### src/rtl/calc_method_select.sv
`default_nettype none
// calc_method_select: synchronised, debounced push-button method selector with confirm lock.
// Rev 1.0
module calc_method_select #(
  parameter int DEBOUNCE_CYCLES = 1_000_000,
  parameter int NUM_METHODS     = 5,
  parameter int SYNC_STAGES     = 2
) (
  input  logic       clk,
  input  logic       rst_n,
  input  logic       btn_next,
  input  logic       btn_prev,
  input  logic       btn_confirm,
  input  logic       calc_done,
  output logic [2:0] method_sel,
  output logic       method_valid,
  output logic       locked
);

  localparam int               CNT_W    = (DEBOUNCE_CYCLES > 1) ? $clog2(DEBOUNCE_CYCLES) : 1;
  localparam logic [CNT_W-1:0] CNT_LAST = CNT_W'(DEBOUNCE_CYCLES - 1);
  localparam logic [2:0]       SEL_LAST = 3'(NUM_METHODS - 1);
  localparam int               B_NEXT   = 0;
  localparam int               B_PREV   = 1;
  localparam int               B_CONF   = 2;

  typedef enum logic [0:0] {
    SELECT = 1'b0,
    LOCKED = 1'b1
  } state_t;

  logic [2:0] raw;
  logic [2:0] press;

  assign raw = {btn_confirm, btn_prev, btn_next};

  for (genvar b = 0; b < 3; b++) begin : g_btn
    logic [SYNC_STAGES-1:0] sync;
    logic [CNT_W-1:0]       cnt;
    logic                   stable;
    logic                   stable_q;

    always_ff @(posedge clk or negedge rst_n) begin
      if (!rst_n) begin
        sync     <= '0;
        cnt      <= '0;
        stable   <= 1'b0;
        stable_q <= 1'b0;
      end else begin
        sync     <= {sync[SYNC_STAGES-2:0], raw[b]};
        stable_q <= stable;
        // A level change is accepted only after DEBOUNCE_CYCLES consecutive disagreeing samples.
        if (sync[SYNC_STAGES-1] == stable) begin
          cnt <= '0;
        end else if (cnt == CNT_LAST) begin
          stable <= ~stable;
          cnt    <= '0;
        end else begin
          cnt <= cnt + CNT_W'(1);
        end
      end
    end

    assign press[b] = stable & ~stable_q;
  end

  state_t     state;
  state_t     state_nx;
  logic [2:0] sel_nx;
  logic       valid_nx;

  always_ff @(posedge clk or negedge rst_n) begin
    if (!rst_n) begin
      state        <= SELECT;
      method_sel   <= 3'd0;
      method_valid <= 1'b0;
      locked       <= 1'b0;
    end else begin
      state        <= state_nx;
      method_sel   <= sel_nx;
      method_valid <= valid_nx;
      locked       <= (state_nx == LOCKED);
    end
  end

  always_comb begin
    state_nx = state;
    sel_nx   = method_sel;
    valid_nx = 1'b0;
    case (state)
      SELECT: begin
        // Confirm takes priority over any simultaneous stepping.
        if (press[B_CONF]) begin
          valid_nx = 1'b1;
          state_nx = LOCKED;
        end else if (press[B_NEXT] && !press[B_PREV]) begin
          sel_nx = (method_sel == SEL_LAST) ? 3'd0 : method_sel + 3'd1;
        end else if (press[B_PREV] && !press[B_NEXT]) begin
          sel_nx = (method_sel == 3'd0) ? SEL_LAST : method_sel - 3'd1;
        end
      end
      LOCKED: begin
        if (calc_done) begin
          state_nx = SELECT;
        end
      end
      default: begin
        state_nx = SELECT;
      end
    endcase
  end

endmodule
`default_nettype wire
### config.mk
export PLATFORM = sky130hd
export DESIGN_NAME = calc_method_select
export DESIGN_NICKNAME = d
export VERILOG_FILES = /design/src/rtl/calc_method_select.sv
export SDC_FILE = /design/constraint.sdc
export NUM_CORES = 1
export LEC_CHECK = 0
export CAP_MARGIN = 20
export CORE_MARGIN = 10
export CORE_UTILIZATION = 35
export DETAILED_ROUTE_END_ITERATION = 10
export PLACE_DENSITY = 0.52
export SKIP_LAST_GASP = 1
export SLEW_MARGIN = 20
export SYNTH_ARGS = -nofsm -noshare
export SYNTH_HDL_FRONTEND = slang
export SYNTH_SLANG_ARGS = --single-unit
### constraint.sdc
create_clock -name clk -period 3.16 [get_ports clk]
set_clock_uncertainty 0.2 [all_clocks]
set_input_delay 0.632 -clock clk [delete_from_list [all_inputs] [get_ports clk]]
set_output_delay 0.632 -clock clk [all_outputs]
set_load 0.01 [all_outputs]
==> reports/metrics.yaml, run 1 <==
status: "complete, no violations"
ys_seq_area_share_pct: 51.4
drc: 0
gr-usage-all-layers_pct: 10.1
numCtsBuffers: 9
drt_iter0_drc: 115
r2r.worst_path.cells: 5
drt_wl_total_mm: 6.91
worst_skew_pair.late_latency_ns: 0.36
grt_overflow: 0
endpoint_kind: "register"
layout_commonest_cell: "dfrtp_1"
cts_tree: "yes"
r2r_end: "g_btn[0].cnt[13]"
synthToLayoutAreaGrowth_pct: 12.3
timing.fmax_mhz: 408
die_area_mm2: 0.0152
grt_pass1_wl_mm: 12.3
synthCells: 371
cts_root_buf: "clkbuf_8"
ant_nets: 0
cts_resized: 0
antenna_cells: 0
worst_slew_pin_slew_ns: 0.663
final_cell_area_mm2: 0.00421
drive_gt1_share_pct: 8.40
ir_drop_mv: 0.275
post_synth.cell_area_avg_um2: 10.1
critPathKind: "register to register"
cp_max_fo: 12
setup_viol: 0
placed_area_mm2: 0.00402
cp-start-kind: "register"
rrSetupSlack_ns: 0.71
wire_per_inst_um: 13.1
power_density_mw_per_mm2: 430
endpoint: "g_btn[0].cnt[13]"
dieHeight_um: 123
clk_path_buf_depth: 2
ys_ff_latch: 77
die_x_um: 123
final.setup.worst_slack_ns: 0.710
io_buffers: 10
clkTransAtPathRegs_ns: 0.08
initial_core_util_pct: 36.1
ys_types: 47
final_cell_mix: "77 x dfrtp_1, 48 x nor2_1, 23 x xnor2_1, 22 x nand2_1, 22 x nand3_1"
period_minus_slack_ns: 2.45
yosysWarnings: 0
slew_headroom_pct: 55.5
vias: 2642
p_total_w: 0.00181
post_cts_buffers: 0
fillerInstances: 1052
maxCapViolations: 0
htreeDepth: 3
dr.pass1.iters: 4
vias_per_cell: 4.99
nets: 401
grt_start_max_net_pins: 40
gp_congestion: 0.745
cp.required_ns: 3.20
coreArea_mm2: 0.0104
r2r-start: "g_btn[0].cnt[17]"
finalHoldViolCount: 0
grt_pass1_vias: 2610
rsz0062_at_grt: "no"
fin_tns_setup_ns: 0
postCtsHoldBufs: 0
hpwl_mm: 4.82
hold_class: "input port to asynchronous set/reset pin"
pre_cts_ws_ns: 0.718
leakagePower_nw: 1.68
critPathLaunch: "g_btn[0].cnt[17]"
cp.arrival_ns: 2.49
antenna_found_initial: 0
syn_area_mm2: 0.00375
syn_nets: 384
io_pins: 11
fin_crit_sh_pct: 77.5
cts_sinks: 77
row_count: 37
drv_slew: 0
==> where the power goes <==
group	switching (W)	total [W]	internal, W
Combinational	0.0000417	0.0000629	0.0000212
Clock	0.000369	0.000737	0.000368
Sequential	0.0000122	0.00101	0.000998
Total	0.000423	0.00181	0.00139
==> layout make-up <==
class,count,area (um^2),share of cell area (%)
clock inverters,5,60.1,1.43
inverters,14,52.6,1.25
repair buffers,14,140,3.33
well taps,136,170,4.05
flip-flops and latches,77,1930,45.8
multi-input cells,272,1730,41.0
clock buffers,11,131,3.12
==> cells in the mapped netlist, drive strengths merged <==
master / n / area [um^2]
a211o: 1 / 8.76
a21o: 2 / 15.0
a21oi: 18 / 90.1
a31o: 1 / 8.76
and2: 3 / 18.8
and3: 4 / 25.0
and4: 5 / 45.0
buf: 6 / 38.8
clkbuf: 2 / 8.75
dfrtp: 77 / 1930
ha: 7 / 87.6
inv: 14 / 52.6
mux2: 3 / 33.8
mux2i: 1 / 10.0
nand2: 22 / 82.6
nand2b: 4 / 25.0
nand3: 22 / 110
nand4: 16 / 100
nand4bb: 1 / 11.3
nor2: 49 / 186
nor2b: 2 / 12.5
nor3: 13 / 65.1
nor4: 7 / 43.8
nor4b: 1 / 8.76
nor4bb: 1 / 10.0
o21a: 1 / 7.51
o21ai: 12 / 71.3
o22ai: 1 / 6.26
o31ai: 5 / 37.5
o41ai: 3 / 45.1
or2: 1 / 6.26
or3: 11 / 70.1
or4: 12 / 93.8
or4b: 3 / 33.8
xnor2: 23 / 201
xor2: 17 / 149
==> flip-flops by register name (all words and copies together), names as in the netlist <==
register,flops
g_btn.cnt,60
g_btn.sync,6
g_btn.stable,3
g_btn.stable_q,3
method_valid,1
method_sel,3
state,1
==> worst min-delay path by stage <==
stage                     cells after the start          endpoint  slack (ns)             start
after global placement                        0  g_btn[2].sync[1]        0.13  g_btn[2].sync[0]
final                                         1  g_btn[0].cnt[11]        0.03             rst_n
after detailed placement                      0  g_btn[2].sync[1]        0.14  g_btn[2].sync[0]
after floorplan                               0  g_btn[0].sync[1]        0.13  g_btn[0].sync[0]
after CTS                                     1  g_btn[0].sync[0]        0.05             rst_n
after global routing                          1  g_btn[0].cnt[11]        0.06             rst_n
==> critical path, cell delays in order, from the launching register on <==
cell     delay [ns]
dfrtp_1        0.38
nand3_1        0.12
or4b_2         0.68
o31ai_2        0.57
buf_4          0.31
nor2_1         0.06
==> cell families after synthesis <==
kind of cell             after synthesis  synth area share [%]
adder cells (fa/ha/maj)                7                  2.34
multiplexers                           4                  1.17
flip-flops                            77                  51.4
AO/OA/AOI/OAI                         44                  7.75
AND/OR/NAND/NOR                      177                  25.3
buffers and inverters                 22                  2.67
XOR/XNOR                              40                  9.35
==> through the flow <==
step	util [%]	instances	hold WS (ns)
finish	40.6	529	0.0333
global route	40.6	529	0.0588
CTS	40.6	529	0.0486
detailed placement	38.7	513	0.137
global placement	38.7	513	0.134
floorplan	-	371	0.131
==> metal layers <==
metal / routed length, um / track usage, % / up-vias
met1: 3390 / 12.8 / 1256
met2: 3120 / 15.5 / 26
met4: 102 / 4.37 / 0
met3: 302 / 3.28 / 9
li1: - / - / 1351
met5: 0 / 0 / -
No activity file was read; power rests on OpenSTA's default activity.
==> run 2, diff against run 1 <==
Settings changed: PLACE_DENSITY 0.52 to 0.54.
Clock period 3.16 ns to 2.15 ns, I/O delays scaled along.
==> reports/metrics.yaml, run 2 (synthesis gave the netlist of run 1 again) <==
status: "complete, but fails checks"
violations: "negative setup slack"
p_total_w: 0.00266
clk_path_buf_depth: 2
swShare_pct: 25.6
fin_crit_sh_pct: 104
rsz0062_at_grt: "yes"
r2r.worst_path.cells: 4
worst_slew_pin_slew_ns: 0.418
drv_slew: 0
drt_wl_total_mm: 7.29
worst_skew_pair.late_latency_ns: 0.36
drive_gt1_share_pct: 15.9
hold_depth: 0
row_count: 37
switching_power_w: 0.000680
gr-usage-all-layers_pct: 10.6
placed_area_mm2: 0.00423
fin_tns_setup_ns: -0.846
slew_headroom_pct: 72.1
largest_reg_flops: 60
ir_drop_mv: 0.426
cts_sinks: 77
die_x_um: 123
largestRegisters: "g_btn.cnt x60, g_btn.sync x6"
antenna_cells: 0
cp.required_ns: 2.20
coreArea_mm2: 0.0104
min_from: "g_btn[1].sync[0]"
critPathLaunch: "g_btn[2].cnt[11]"
power_density_mw_per_mm2: 595
hold_class: "register to register"
vias: 2765
layout_commonest_cell: "dfrtp_1"
r2r_end: "g_btn[2].stable"
leakagePower_nw: 1.83
grt_pass1_vias: 2761
wire_per_inst_um: 13.1
die_area_mm2: 0.0152
gp_congestion: 0.798
pwr-share-seq_pct: 55.8
initial_core_util_pct: 36.1
pwr-share-clk_pct: 40.1
dr.pass1.iters: 6
drc: 0
final_cell_area_mm2: 0.00447
cp-start-kind: "register"
nets: 429
ant_nets: 0
grt_start_max_net_pins: 78
critPathKind: "register to register"
grt_overflow: 0
p_comb_share_pct: 4.1
period_minus_slack_ns: 2.23
cts_root_buf: "clkbuf_8"
io_pins: 11
intPower_w: 0.00198
antenna_found_initial: 0
cts_tree: "yes"
final_cell_mix: "77 x dfrtp_1, 47 x nor2_1, 30 x buf_4, 23 x xnor2_1"
grt_pass1_wl_mm: 13.0
clkTransAtPathRegs_ns: 0.09
synthToLayoutAreaGrowth_pct: 19.2
vias_per_cell: 4.96
cp.arrival_ns: 2.28
largest-register: "g_btn.cnt"
setup_viol: 20
timing.fmax_mhz: 449
post_cts_buffers: 0
rrSetupSlack_ns: -0.08
finalHoldViolCount: 0
numCtsBuffers: 9
htreeDepth: 3
dieHeight_um: 123
endpoint_kind: "register"
r2r-start: "g_btn[2].cnt[11]"
hpwl_mm: 5.01
maxCapViolations: 0
io_buffers: 10
drt_iter0_drc: 91
final.setup.worst_slack_ns: -0.0797
cp_max_fo: 2
whs_ns: 0.153
hold_path_end: "g_btn[1].sync[1]"
==> run 2: changes by cell type in the layout (fill, tap and decap cells not counted), moves of 2 or more <==
cell,change
inv_6,+3
or4_4,+3
or4_1,-3
clkbuf_1,-2
buf_4,+26
==> run 2: power groups by stage <==
stage | logic [W] | registers [W] | clock network [W]
after CTS | 0.000113 | 0.00148 | 0.00111
after global placement | 0.000109 | 0.00151 | 0
after global routing | 0.000125 | 0.00149 | 0.00118
after floorplan | 0.0000445 | 0.00151 | 0
after detailed placement | 0.000110 | 0.00151 | 0
final | 0.000109 | 0.00148 | 0.00107
==> run 2: cell type report <==
class	instances	area [um^2]
timing repair buffer	42	365
multi-input combinational	272	1760
inverter	14	52.6
sequential	77	1930
fill	1020	5900
clock buffer	10	138
clock inverter	6	51.3
tap	136	170
==> run 2: worst max path at each step <==
stage,to,depth (start not counted)
after floorplan,g_btn[2].cnt[11],5
after global placement,g_btn[2].stable,4
after detailed placement,g_btn[2].stable,4
after CTS,g_btn[2].stable,4
after global routing,g_btn[2].stable,4
final,g_btn[2].stable,4
==> run 2: worst max-delay path, cell delays in order, from the launching register on <==
cell	delay, ns
dfrtp_1	0.39
or4_4	0.54
or4_4	0.57
nor2_4	0.13
mux2_4	0.30
==> run 2: through the flow <==
stage	util (%)	std cells	worst slack [ns]
floorplan	-	371	-0.0427
global placement	40.8	540	-0.0245
detailed placement	40.8	540	-0.0629
CTS	42.8	557	-0.0380
global route	43.1	557	-0.127
finish	43.1	557	-0.0797
==> run 2: repair_timing <==
action / CTS / global route
pin swaps: 0 / 3
hold buffers: 1 / 0
endpoints found under the hold margin: 77 / 0
setup endpoints to repair: 2 / 39
resized for setup: 2 / 6
==> run 2: per-layer routing <==
layer | global-route usage [%] | vias to the layer above | wire length, um
met1 | 13.6 | 1323 | 3620
met5 | 0 | - | 0
li1 | - | 1412 | -
met4 | 2.91 | 0 | 53
met2 | 16.0 | 26 | 3340
met3 | 4.28 | 4 | 284
==> run 3, diff against run 2 <==
Settings changed: GPL_TIMING_DRIVEN from default to 0.
==> reports/metrics.yaml, run 3 (synthesis gave the netlist of run 1 again) <==
drt_iter0_drc: 102
min_from: "g_btn[0].sync[0]"
status: "complete, but fails checks"
gp_congestion: 0.768
die_x_um: 123
clk_path_buf_depth: 2
rrSetupSlack_ns: -0.07
cp_max_fo: 2
final.setup.worst_slack_ns: -0.0674
clkTransAtPathRegs_ns: 0.08
maxCapViolations: 0
worst_skew_pair.late_latency_ns: 0.35
critPathKind: "register to register"
largest_reg_flops: 60
vias_per_cell: 5.11
fillerInstances: 1014
cts_root_buf: "clkbuf_8"
power_density_mw_per_mm2: 587
grt_overflow: 0
leakagePower_nw: 1.77
ir_drop_mv: 0.272
hold_path_end: "g_btn[0].sync[1]"
nets: 421
grt_pass1_vias: 2790
grt_pass1_wl_mm: 13.1
initial_core_util_pct: 36.1
period_minus_slack_ns: 2.22
violations: "negative setup slack"
layout_commonest_cell: "dfrtp_1"
wire_per_inst_um: 13.4
drive_gt1_share_pct: 16.2
antenna_found_initial: 0
dieHeight_um: 123
cts_sinks: 77
antenna_cells: 0
dr.pass1.iters: 4
die_area_mm2: 0.0152
coreArea_mm2: 0.0104
synthToLayoutAreaGrowth_pct: 18.0
numCtsBuffers: 9
cts_tree: "yes"
hold_depth: 0
drt_wl_total_mm: 7.38
dp.cells: 518
slew_headroom_pct: 68.0
r2r-start: "g_btn[2].cnt[13]"
endpoint_kind: "register"
htreeDepth: 3
critical_path.max_stage_delay_ns: 0.56
final_cell_mix: "77 x dfrtp_1, 39 x nor2_1, 23 x xnor2_1, 22 x nand2_1, 19 x nand3_1"
largestRegisters: "g_btn.cnt x60, g_btn.sync x6"
r2r_end: "g_btn[2].stable"
grt_start_max_net_pins: 43
whs_ns: 0.157
finalHoldViolCount: 0
cp.arrival_ns: 2.25
io_pins: 11
io_buffers: 10
fin_crit_sh_pct: 103
hold_class: "register to register"
largest-register: "g_btn.cnt"
worst_slew_pin_slew_ns: 0.480
setup_viol: 20
cp.required_ns: 2.18
rsz0062_at_grt: "yes"
cp-start-kind: "register"
slowest_stage: "or4_4"
timing.fmax_mhz: 451
row_count: 37
fin_tns_setup_ns: -0.910
r2r.worst_path.cells: 4
vias: 2806
crit_chain: "or4_1 -> or4_4 -> nor2_2 -> mux2_2"
ant_nets: 0
hpwl_mm: 4.89
fin_cells: 549
drv_slew: 0
drc: 0
gr-usage-all-layers_pct: 10.5
run 3: changes by cell type in the layout (fill, tap and decap cells not counted), moves of 3 or more:
cell | previous run | this run
nand3_1 | 22 | 19
clkinv_2 | 0 | 3
nor2_2 | 1 | 10
buf_4 | 30 | 15
buf_6 | 0 | 3
nor2_1 | 47 | 39
inv_6 | 4 | 0
run 3: final cells by class:
class / instances / area [um^2] / area share, %
inverter: 14 / 52.6 / 1.19
buffer: 8 / 55.1 / 1.24
timing repair buffer: 26 / 244 / 5.52
tap: 136 / 170 / 3.85
multi-input combinational: 272 / 1800 / 40.6
sequential: 77 / 1930 / 43.6
clock inverter: 4 / 22.5 / 0.509
clock buffer: 12 / 155 / 3.51
run 3: what timing repair did:
| item | 4_1_cts | 5_1_grt |
|---|---|---|
| hold endpoints to repair | 35 | 0 |
| hold buffers | 1 | 0 |
| setup buffers | 7 | 5 |
| gates cloned | 1 | 1 |
| gates resized for setup | 8 | 18 |
| pin swaps | 11 | 4 |
| endpoints found under the setup margin | 51 | 48 |
run 3: worst max path at each step:
stage / start / to / slack (ns) / depth (start not counted)
detailed placement: g_btn[1].cnt[0] / g_btn[1].cnt[12] / -0.28 / 5
finish: g_btn[2].cnt[13] / g_btn[2].stable / -0.07 / 4
floorplan: g_btn[2].cnt[13] / g_btn[2].cnt[11] / -0.04 / 5
CTS: g_btn[2].cnt[12] / g_btn[2].cnt[19] / -0.08 / 5
global route: g_btn[2].cnt[13] / g_btn[2].cnt[18] / -0.12 / 5
global placement: rst_n / g_btn[2].cnt[13] / -2.34 / 1
run 3: stage by stage:
| stage | util (%) | power, W | setup slack (ns) | area [um^2] |
|---|---|---|---|---|
| 6_report | 42.7 | 0.00260 | -0.0674 | 4420 |
| 5_1_grt | 42.7 | 0.00272 | -0.120 | 4420 |
| 4_1_cts | 41.6 | 0.00264 | -0.0846 | 4310 |
| 3_5_place_dp | 38.9 | 0.00161 | -0.276 | 4040 |
| 3_3_place_gp | 38.7 | 0.00161 | -2.34 | 4020 |
| 2_1_floorplan | - | 0.00155 | -0.0427 | 3750 |
run 3: power breakdown:
group	switching (W)	total (W)	internal, W
combinational	0.0000692	0.000113	0.0000441
sequential	0.0000196	0.00149	0.00147
clock	0.000521	0.000998	0.000477
run 3: metal layers:
metal | GRT usage (%) | vias to the layer above | part of all wire, %
met1 | 13.8 | 1375 | 48
li1 | - | 1390 | -
met3 | 2.87 | 10 | 3.7
met4 | 3.71 | 0 | 1.4
met2 | 16.3 | 31 | 47
met5 | 0 | - | 0
run 3: critical path, delay by kind of cell, from the launching register on:
family	cells	cell delay, ns
muxes	1	0.33
DFF	1	0.39
and+or+nand+nor	3	1.18
